File: config.mk
export PLATFORM = sky130hd
export DESIGN_NAME = ta_cap_arb_flat
export DESIGN_NICKNAME = d
export VERILOG_FILES = /design/src/rtl/ta_cap_pkg.sv /design/src/rtl/ta_cap_arb_if.sv /design/src/rtl/ta_rr_arb.sv /design/src/rtl/ta_cap_arb.sv /design/src/flat_wrapper.sv
export SDC_FILE = /design/constraint.sdc
export NUM_CORES = 1
export LEC_CHECK = 0
export BUFFER_PORTS_ARGS = -buffer_cell sky130_fd_sc_hd__buf_2
export CAP_MARGIN = 40
export CELL_PAD_IN_SITES_DETAIL_PLACEMENT = 1
export CELL_PAD_IN_SITES_GLOBAL_PLACEMENT = 1
export CORE_MARGIN = 1.5
export CORE_UTILIZATION = 35
export DETAILED_ROUTE_END_ITERATION = 7
export GPL_ROUTABILITY_DRIVEN = 0
export PLACE_DENSITY = 0.78
export SKIP_LAST_GASP = 1
export SLEW_MARGIN = 20
export SYNTH_ARGS = -nofsm -noshare
export SYNTH_HDL_FRONTEND = slang
export SYNTH_HIERARCHICAL = 1
export SYNTH_SLANG_ARGS = --single-unit
File: constraint.sdc
create_clock -name clk50 -period 7.77 [get_ports clk50]
set_input_delay 0.3885 -clock clk50 [delete_from_list [all_inputs] [get_ports clk50]]
set_output_delay 0.3885 -clock clk50 [all_outputs]
set_load 0.05 [all_outputs]
File: src/rtl/ta_cap_pkg.sv
// Shared types and helpers for the capture-resource arbiter (ta_cap_arb).
// Holds the FSM state encoding, parameter defaults and the round-robin pick function.
package ta_cap_pkg;

  localparam int NREQ_DEF  = 4;
  localparam int LEN_W_DEF = 16;

  typedef enum logic [1:0] {
    S_IDLE = 2'd0,
    S_TRIG = 2'd1,
    S_CAP  = 2'd2,
    S_DONE = 2'd3
  } state_t;

  // First set request at or above ptr, wrapping modulo nreq; supports up to 8 requesters.
  function automatic logic [2:0] rr_pick(input logic [7:0] req, input logic [2:0] ptr,
                                         input int unsigned nreq);
    logic [2:0]  win;
    logic        found;
    int unsigned idx;
    win   = '0;
    found = 1'b0;
    for (int unsigned i = 0; i < 8; i++) begin
      idx = (32'(ptr) + i) % nreq;
      if (!found && (i < nreq) && req[idx[2:0]]) begin
        win   = idx[2:0];
        found = 1'b1;
      end
    end
    return win;
  endfunction

endpackage

File: src/rtl/ta_cap_arb_if.sv
// Request/grant and sync-controller handshake bundle for ta_cap_arb.
// master = requesters plus sync controller; slave = the arbiter.
interface ta_cap_arb_if #(
  parameter int NREQ  = 4,
  parameter int LEN_W = 16
);
  logic [NREQ-1:0]  req;
  logic [LEN_W-1:0] cap_len;
  logic [NREQ-1:0]  grant;
  logic [NREQ-1:0]  done;
  logic             cap_trig;
  logic             capr_rdy;
  logic             cap_en;
  logic             busy;
  logic             err_tmo;

  modport master (
    output req, cap_len, capr_rdy,
    input  grant, done, cap_trig, cap_en, busy, err_tmo
  );

  modport slave (
    input  req, cap_len, capr_rdy,
    output grant, done, cap_trig, cap_en, busy, err_tmo
  );
endinterface

File: src/rtl/ta_rr_arb.sv
// Reusable round-robin picker: combinational winner plus a registered priority pointer.
// The pointer moves just past adv_idx whenever adv is strobed.
module ta_rr_arb
  import ta_cap_pkg::*;
#(
  parameter  int NREQ  = NREQ_DEF,
  localparam int IDX_W = (NREQ > 1) ? $clog2(NREQ) : 1
) (
  input  logic             clk50,
  input  logic             rst,
  input  logic [NREQ-1:0]  req,
  input  logic             adv,
  input  logic [IDX_W-1:0] adv_idx,
  output logic [IDX_W-1:0] pick_idx,
  output logic             any_req
);

  logic [IDX_W-1:0] ptr_reg;
  logic [7:0]       req_pad;

  genvar gi;
  generate
    for (gi = 0; gi < 8; gi++) begin : g_pad
      if (gi < NREQ) begin : g_used
        assign req_pad[gi] = req[gi];
      end else begin : g_zero
        assign req_pad[gi] = 1'b0;
      end
    end
  endgenerate

  assign pick_idx = IDX_W'(rr_pick(req_pad, 3'(ptr_reg), NREQ));
  assign any_req  = |req;

  always_ff @(posedge clk50) begin
    if (rst) begin
      ptr_reg <= '0;
    end else if (adv) begin
      ptr_reg <= (adv_idx == IDX_W'(NREQ - 1)) ? '0 : adv_idx + IDX_W'(1);
    end
  end

endmodule

File: src/rtl/ta_cap_arb.sv
// Capture/sync resource arbiter: round-robin grant, trigger handshake, timed capture window.
// Optional handshake timeout is enabled by defining TA_CAP_ARB_TIMEOUT_EN.
module ta_cap_arb
  import ta_cap_pkg::*;
#(
  parameter  int NREQ  = NREQ_DEF,
  parameter  int LEN_W = LEN_W_DEF,
  parameter  int TMO_W = 20,
  localparam int IDX_W = (NREQ > 1) ? $clog2(NREQ) : 1
) (
  input logic          clk50,
  input logic          rst,
  ta_cap_arb_if.slave  bus
);

  state_t           state_reg;
  logic [NREQ-1:0]  grant_reg;
  logic [NREQ-1:0]  done_reg;
  logic             cap_trig_reg;
  logic             cap_en_reg;
  logic [IDX_W-1:0] owner_reg;
  logic [LEN_W-1:0] len_reg;
  logic [LEN_W-1:0] cnt_reg;
  logic [IDX_W-1:0] pick_idx;
  logic             any_req;
  logic             adv;
  logic             tmo_hit;

`ifdef TA_CAP_ARB_TIMEOUT_EN
  localparam logic [TMO_W-1:0] TMO_LAST = {TMO_W{1'b1}} - TMO_W'(1);

  logic [TMO_W-1:0] tmo_reg;
  logic             err_tmo_reg;

  // Fires on the edge the counter would reach all-ones, only if the awaited handshake is still missing.
  assign tmo_hit = (tmo_reg == TMO_LAST) &&
                   (((state_reg == S_TRIG) &&  bus.capr_rdy) ||
                    ((state_reg == S_DONE) && !bus.capr_rdy));

  always_ff @(posedge clk50) begin
    if (rst || !((state_reg == S_TRIG) || (state_reg == S_DONE))) begin
      tmo_reg <= '0;
    end else begin
      tmo_reg <= tmo_reg + TMO_W'(1);
    end
  end

  always_ff @(posedge clk50) begin
    if (rst) begin
      err_tmo_reg <= 1'b0;
    end else begin
      err_tmo_reg <= tmo_hit;
    end
  end

  assign bus.err_tmo = err_tmo_reg;
`else
  assign tmo_hit     = 1'b0;
  assign bus.err_tmo = 1'b0;
`endif

  assign adv = ((state_reg == S_DONE) && bus.capr_rdy) || tmo_hit;

  ta_rr_arb #(.NREQ(NREQ)) u_rr (
    .clk50    (clk50),
    .rst      (rst),
    .req      (bus.req),
    .adv      (adv),
    .adv_idx  (owner_reg),
    .pick_idx (pick_idx),
    .any_req  (any_req)
  );

  always_ff @(posedge clk50) begin
    if (rst) begin
      state_reg    <= S_IDLE;
      grant_reg    <= '0;
      done_reg     <= '0;
      cap_trig_reg <= 1'b0;
      cap_en_reg   <= 1'b0;
      owner_reg    <= '0;
      len_reg      <= '0;
      cnt_reg      <= '0;
    end else begin
      done_reg <= '0;
      case (state_reg)
        S_IDLE: begin
          if (bus.capr_rdy && any_req) begin
            grant_reg    <= NREQ'(1) << pick_idx;
            owner_reg    <= pick_idx;
            cap_trig_reg <= 1'b1;
            len_reg      <= (bus.cap_len == '0) ? LEN_W'(1) : bus.cap_len;
            state_reg    <= S_TRIG;
          end
        end
        S_TRIG: begin
          if (!bus.capr_rdy) begin
            cap_trig_reg <= 1'b0;
            cap_en_reg   <= 1'b1;
            cnt_reg      <= len_reg - LEN_W'(1);
            state_reg    <= S_CAP;
          end else if (tmo_hit) begin
            cap_trig_reg <= 1'b0;
            grant_reg    <= '0;
            state_reg    <= S_IDLE;
          end
        end
        S_CAP: begin
          if (cnt_reg == '0) begin
            cap_en_reg <= 1'b0;
            state_reg  <= S_DONE;
          end else begin
            cnt_reg <= cnt_reg - LEN_W'(1);
          end
        end
        S_DONE: begin
          // capr_rdy high again means the controller's memory reset has finished.
          if (bus.capr_rdy) begin
            done_reg  <= NREQ'(1) << owner_reg;
            grant_reg <= '0;
            state_reg <= S_IDLE;
          end else if (tmo_hit) begin
            grant_reg <= '0;
            state_reg <= S_IDLE;
          end
        end
        default: state_reg <= S_IDLE;
      endcase
    end
  end

  assign bus.grant    = grant_reg;
  assign bus.done     = done_reg;
  assign bus.cap_trig = cap_trig_reg;
  assign bus.cap_en   = cap_en_reg;
  assign bus.busy     = (state_reg != S_IDLE);

endmodule

File: src/flat_wrapper.sv
// flat-port wrapper written by rule: the top's interface ports become plain ports
module ta_cap_arb_flat import ta_cap_pkg::*;
#(
  parameter  int NREQ  = NREQ_DEF,
  parameter  int LEN_W = LEN_W_DEF,
  parameter  int TMO_W = 20,
  localparam int IDX_W = (NREQ > 1) ? $clog2(NREQ) : 1
)
  (clk50, rst, bus_req, bus_cap_len, bus_capr_rdy, bus_grant, bus_done, bus_cap_trig, bus_cap_en, bus_busy, bus_err_tmo);
  ta_cap_arb_if #(.NREQ(NREQ), .LEN_W(LEN_W)) bus_i ();
  input logic clk50;
  input logic rst;
  input wire logic [$bits(bus_i.req)-1:0] bus_req;
  input wire logic [$bits(bus_i.cap_len)-1:0] bus_cap_len;
  input wire logic [$bits(bus_i.capr_rdy)-1:0] bus_capr_rdy;
  output wire logic [$bits(bus_i.grant)-1:0] bus_grant;
  output wire logic [$bits(bus_i.done)-1:0] bus_done;
  output wire logic [$bits(bus_i.cap_trig)-1:0] bus_cap_trig;
  output wire logic [$bits(bus_i.cap_en)-1:0] bus_cap_en;
  output wire logic [$bits(bus_i.busy)-1:0] bus_busy;
  output wire logic [$bits(bus_i.err_tmo)-1:0] bus_err_tmo;
  assign bus_i.req = bus_req;
  assign bus_i.cap_len = bus_cap_len;
  assign bus_i.capr_rdy = bus_capr_rdy;
  assign bus_grant = bus_i.grant;
  assign bus_done = bus_i.done;
  assign bus_cap_trig = bus_i.cap_trig;
  assign bus_cap_en = bus_i.cap_en;
  assign bus_busy = bus_i.busy;
  assign bus_err_tmo = bus_i.err_tmo;
  ta_cap_arb #(.NREQ(NREQ), .LEN_W(LEN_W), .TMO_W(TMO_W)) u_core (.clk50(clk50), .rst(rst), .bus(bus_i));
endmodule
==> parameters.txt <==
Parameter                              Value

Status
  Status    finished clean

Floorplanning
  Overall die height    93.3 um
  Width of the die    93.3 um
  Starting density of the core    36.5%
  Floorplan die area    8700 um2
  Number of placement rows    32
  Standard cell core area    7810 um2
  I/O pins    35

Yosys
  Share of the yosys chip area belonging to registers    33.7%
  Net count after synthesis    390
  Count of flip-flops with a built-in enable after synthesis    0
  Mean Syn Cell Area    7.92 um2
  Area of the mapped netlist    2850 um2
  Post-synthesis async set-or-reset flop share    0%
  Flip-flop cell with the highest count after synthesis    dfxtp_1
  Count of warnings emitted by yosys    6
  Synth cell types    66
  Register bit total from synthesis    48
  Mapped Cells    360

Setup path
  Top fanout value on the critical path    57
  Element type at the critical path start    flip-flop
  WS Path Type    flip-flop to flip-flop
  CP endpoint kind    flip-flop
  Worst Path Arrival    3.15 ns
  Timing startpoint of the critical path    u_core/state_reg[0]
  Required time at the worst-slack endpoint    7.99 ns
  Launch point of the worst reg-to-reg path    u_core/state_reg[0]

Global route
  Pin count of the biggest net entering global routing    58
  Antenna violations before repair    0
  Global-route wire length before repair    14.0 mm
  Congestion Overflow GR    0
  Number of global-route vias before repair    2,796
  GRT Overall Usage    20.2%

Timing
  Final clock skew    0.00675 ns
  Final Slew Violations    0
  Setup-failing EPs final    0
  Setup TNS    0 ns
  Slew at the pin closest to its max-slew limit    0.760 ns
  Period utilization    37.8%
  Hold Vio Cnt, Final    0
  RSZ-0062 raised after global routing    false
  Relative slew margins    48.6%
  Final setup margin    4.83 ns
  Fmax achieved    0.341 GHz
  Final Hold Slack    0.315 ns
  Period minus WS final    2.94 ns

CTS
  Post-CTS Hold Buffers    0
  Clock tree from TritonCTS    done
  TritonCTS Buffers    5
  Post-cts repair resize count    0
  CTS clock-pin slew for the worst setup and hold paths    0.10 ns
  Setup Buffers After CTS    0
  Longest Clk Path Bufs    2
  Clk_lat worst skew    0.31 ns
  Clock sink total    48
  Root cell of the clock tree    clkbuf_8
  CTS H-tree depth    2

Routing
  Detail-routed via count per cell    5.81
  Violation count after the first detailed-route iteration    207
  Via count    2,819
  DRT antenna net count    0
  DRT Pass-1 Iters    4
  DR WL/cell    17.2 um
  Remaining design rule violation count    0
  Final wirelength    8.36 mm

Finish
  Number of inserted diodes    0
  Number of filler instances in the final layout    963
  Final Net Count    412
  Proportion of layout cells with a drive suffix above 1    15.1%
  Synth-to-Final Area Change    12.6%

Hold path
  Min-Delay Path Class    input pin to flip-flop
  Launch point of the worst hold path    rst

Placement
  Worst setup slack after placement    4.91 ns
  Buffers on Ports    33
  Half-perimeter wire length after detailed placement    6.00 mm

Job
  Max-Cap Viols    0

Pwr
  Max VDD drop    0.214 mV
  Static power due to leakage    1.17 nW
  Power per standard cell area    392 nW/um2
==> synth_stat cells, types with 3 or more instances <==
cell type  count  share of area (%)
a21o_1         3               0.79
a21oi_1       43                7.5
a221oi_1       3               0.92
a22oi_1        3               0.79
a31oi_1        4               0.88
buf_2          7                1.2
clkbuf_1      11                1.4
dfxtp_1       48                 34
ha_1           7                3.1
inv_1         16                2.1
mux2i_1       16                5.6
nand2_1       54                7.1
nand3_1        7                1.2
nand4_1        4               0.88
nor2_1        20                2.6
nor3_1        11                1.9
nor3b_1        3               0.79
nor4_1         9                2.0
nor4b_1        4                1.2
o211ai_1       3               0.79
o21ai_0       18                3.2
o21ai_1        3               0.53
o31a_1         3               0.92
o32ai_1        3               0.92
or4_1          5                1.3
==> cell families (layout without fill, tap and decap cells) <==
logic type | after synthesis | after routing | share of synthesized area (%)
AOI/OAI and AO/OA | 113 | 113 | 26.5
DFF | 48 | 48 | 33.7
xor gates and xnor gates | 1 | 1 | 0.307
buffers and inverters | 38 | 61 | 5.70
muxes | 17 | 17 | 6.01
adders and majority gates | 7 | 7 | 3.07
and+or+nand+nor | 135 | 135 | 24.6
other | 1 | 1 | 0.132
==> path summary, 6_finish.rpt <==
path | slack (ns) | endpoint | cells after the start
worst min-delay path | 0.32 | u_core/len_reg[13] | 2
worst max register to register | 4.83 | u_core/cnt_reg[4] | 9
worst max-delay path | 4.83 | u_core/cnt_reg[4] | 9
worst min register to register | 0.47 | u_core/bus.grant[1] | 2
==> report_power, final <==
part           switching, mW  internal (mW)  leakage, nW
logic                  0.440          0.243        0.719
clock network         0.0918          0.105       0.0614
registers             0.0760          0.303        0.392
==> routing by layer <==
layer  global-route usage, %  up-vias  wire length, um
met3                    3.41       12              266
li1                        -     1381                -
met2                    34.3       44             3970
met1                    26.3     1382             3980
met5                       0        -                0
met4                    5.56        0              140
==> cells in the final DEF (no fill, tap or decap), types with 3 or more instances in the layout <==
cell type / count
nand2_1: 54
dfxtp_1: 48
a21oi_1: 43
buf_2: 33
nor2_1: 19
o21ai_0: 18
mux2i_1: 16
inv_1: 16
nor3_1: 11
nor4_1: 9
nand3_1: 7
clkbuf_8: 6
ha_1: 6
or4_1: 5
nor4b_1: 4
nand4_1: 4
a31oi_1: 4
a221oi_1: 3
nor3b_1: 3
o21ai_1: 3
a21o_1: 3
a22oi_1: 3
o211ai_1: 3
o31a_1: 3
o32ai_1: 3
buf_4: 3
==> worst max-delay path, cell delays in order (launching register included) <==
cell	delay, ns
dfxtp_1	0.35
inv_1	0.13
ha_2	0.19
buf_4	0.50
nor4b_2	0.48
and2_1	0.31
a21oi_1	0.22
buf_4	0.23
and3_1	0.18
o32ai_1	0.25
==> stage by stage <==
step	instance area, um2	util [%]	std cells	power (mW)
4_1_cts	3190	40.9	484	1.26
2_1_floorplan	2850	-	360	0.894
3_5_place_dp	3070	39.3	476	1.05
6_report	3210	41.1	485	1.26
3_3_place_gp	3060	39.2	475	1.03
5_1_grt	3210	41.1	485	1.35
==> final cells by class <==
type	count	area (um2)	area share, %
Clock buffer	6	82.6	2.57
Tap cell	102	128	3.98
Sequential cell	48	961	29.9
Inverter	16	60.1	1.87
Clock inverter	2	38.8	1.21
Timing Repair Buffer	37	208	6.47
Multi-Input combinational cell	274	1730	54.0
Note: power is estimated with default switching activity, not from simulation.
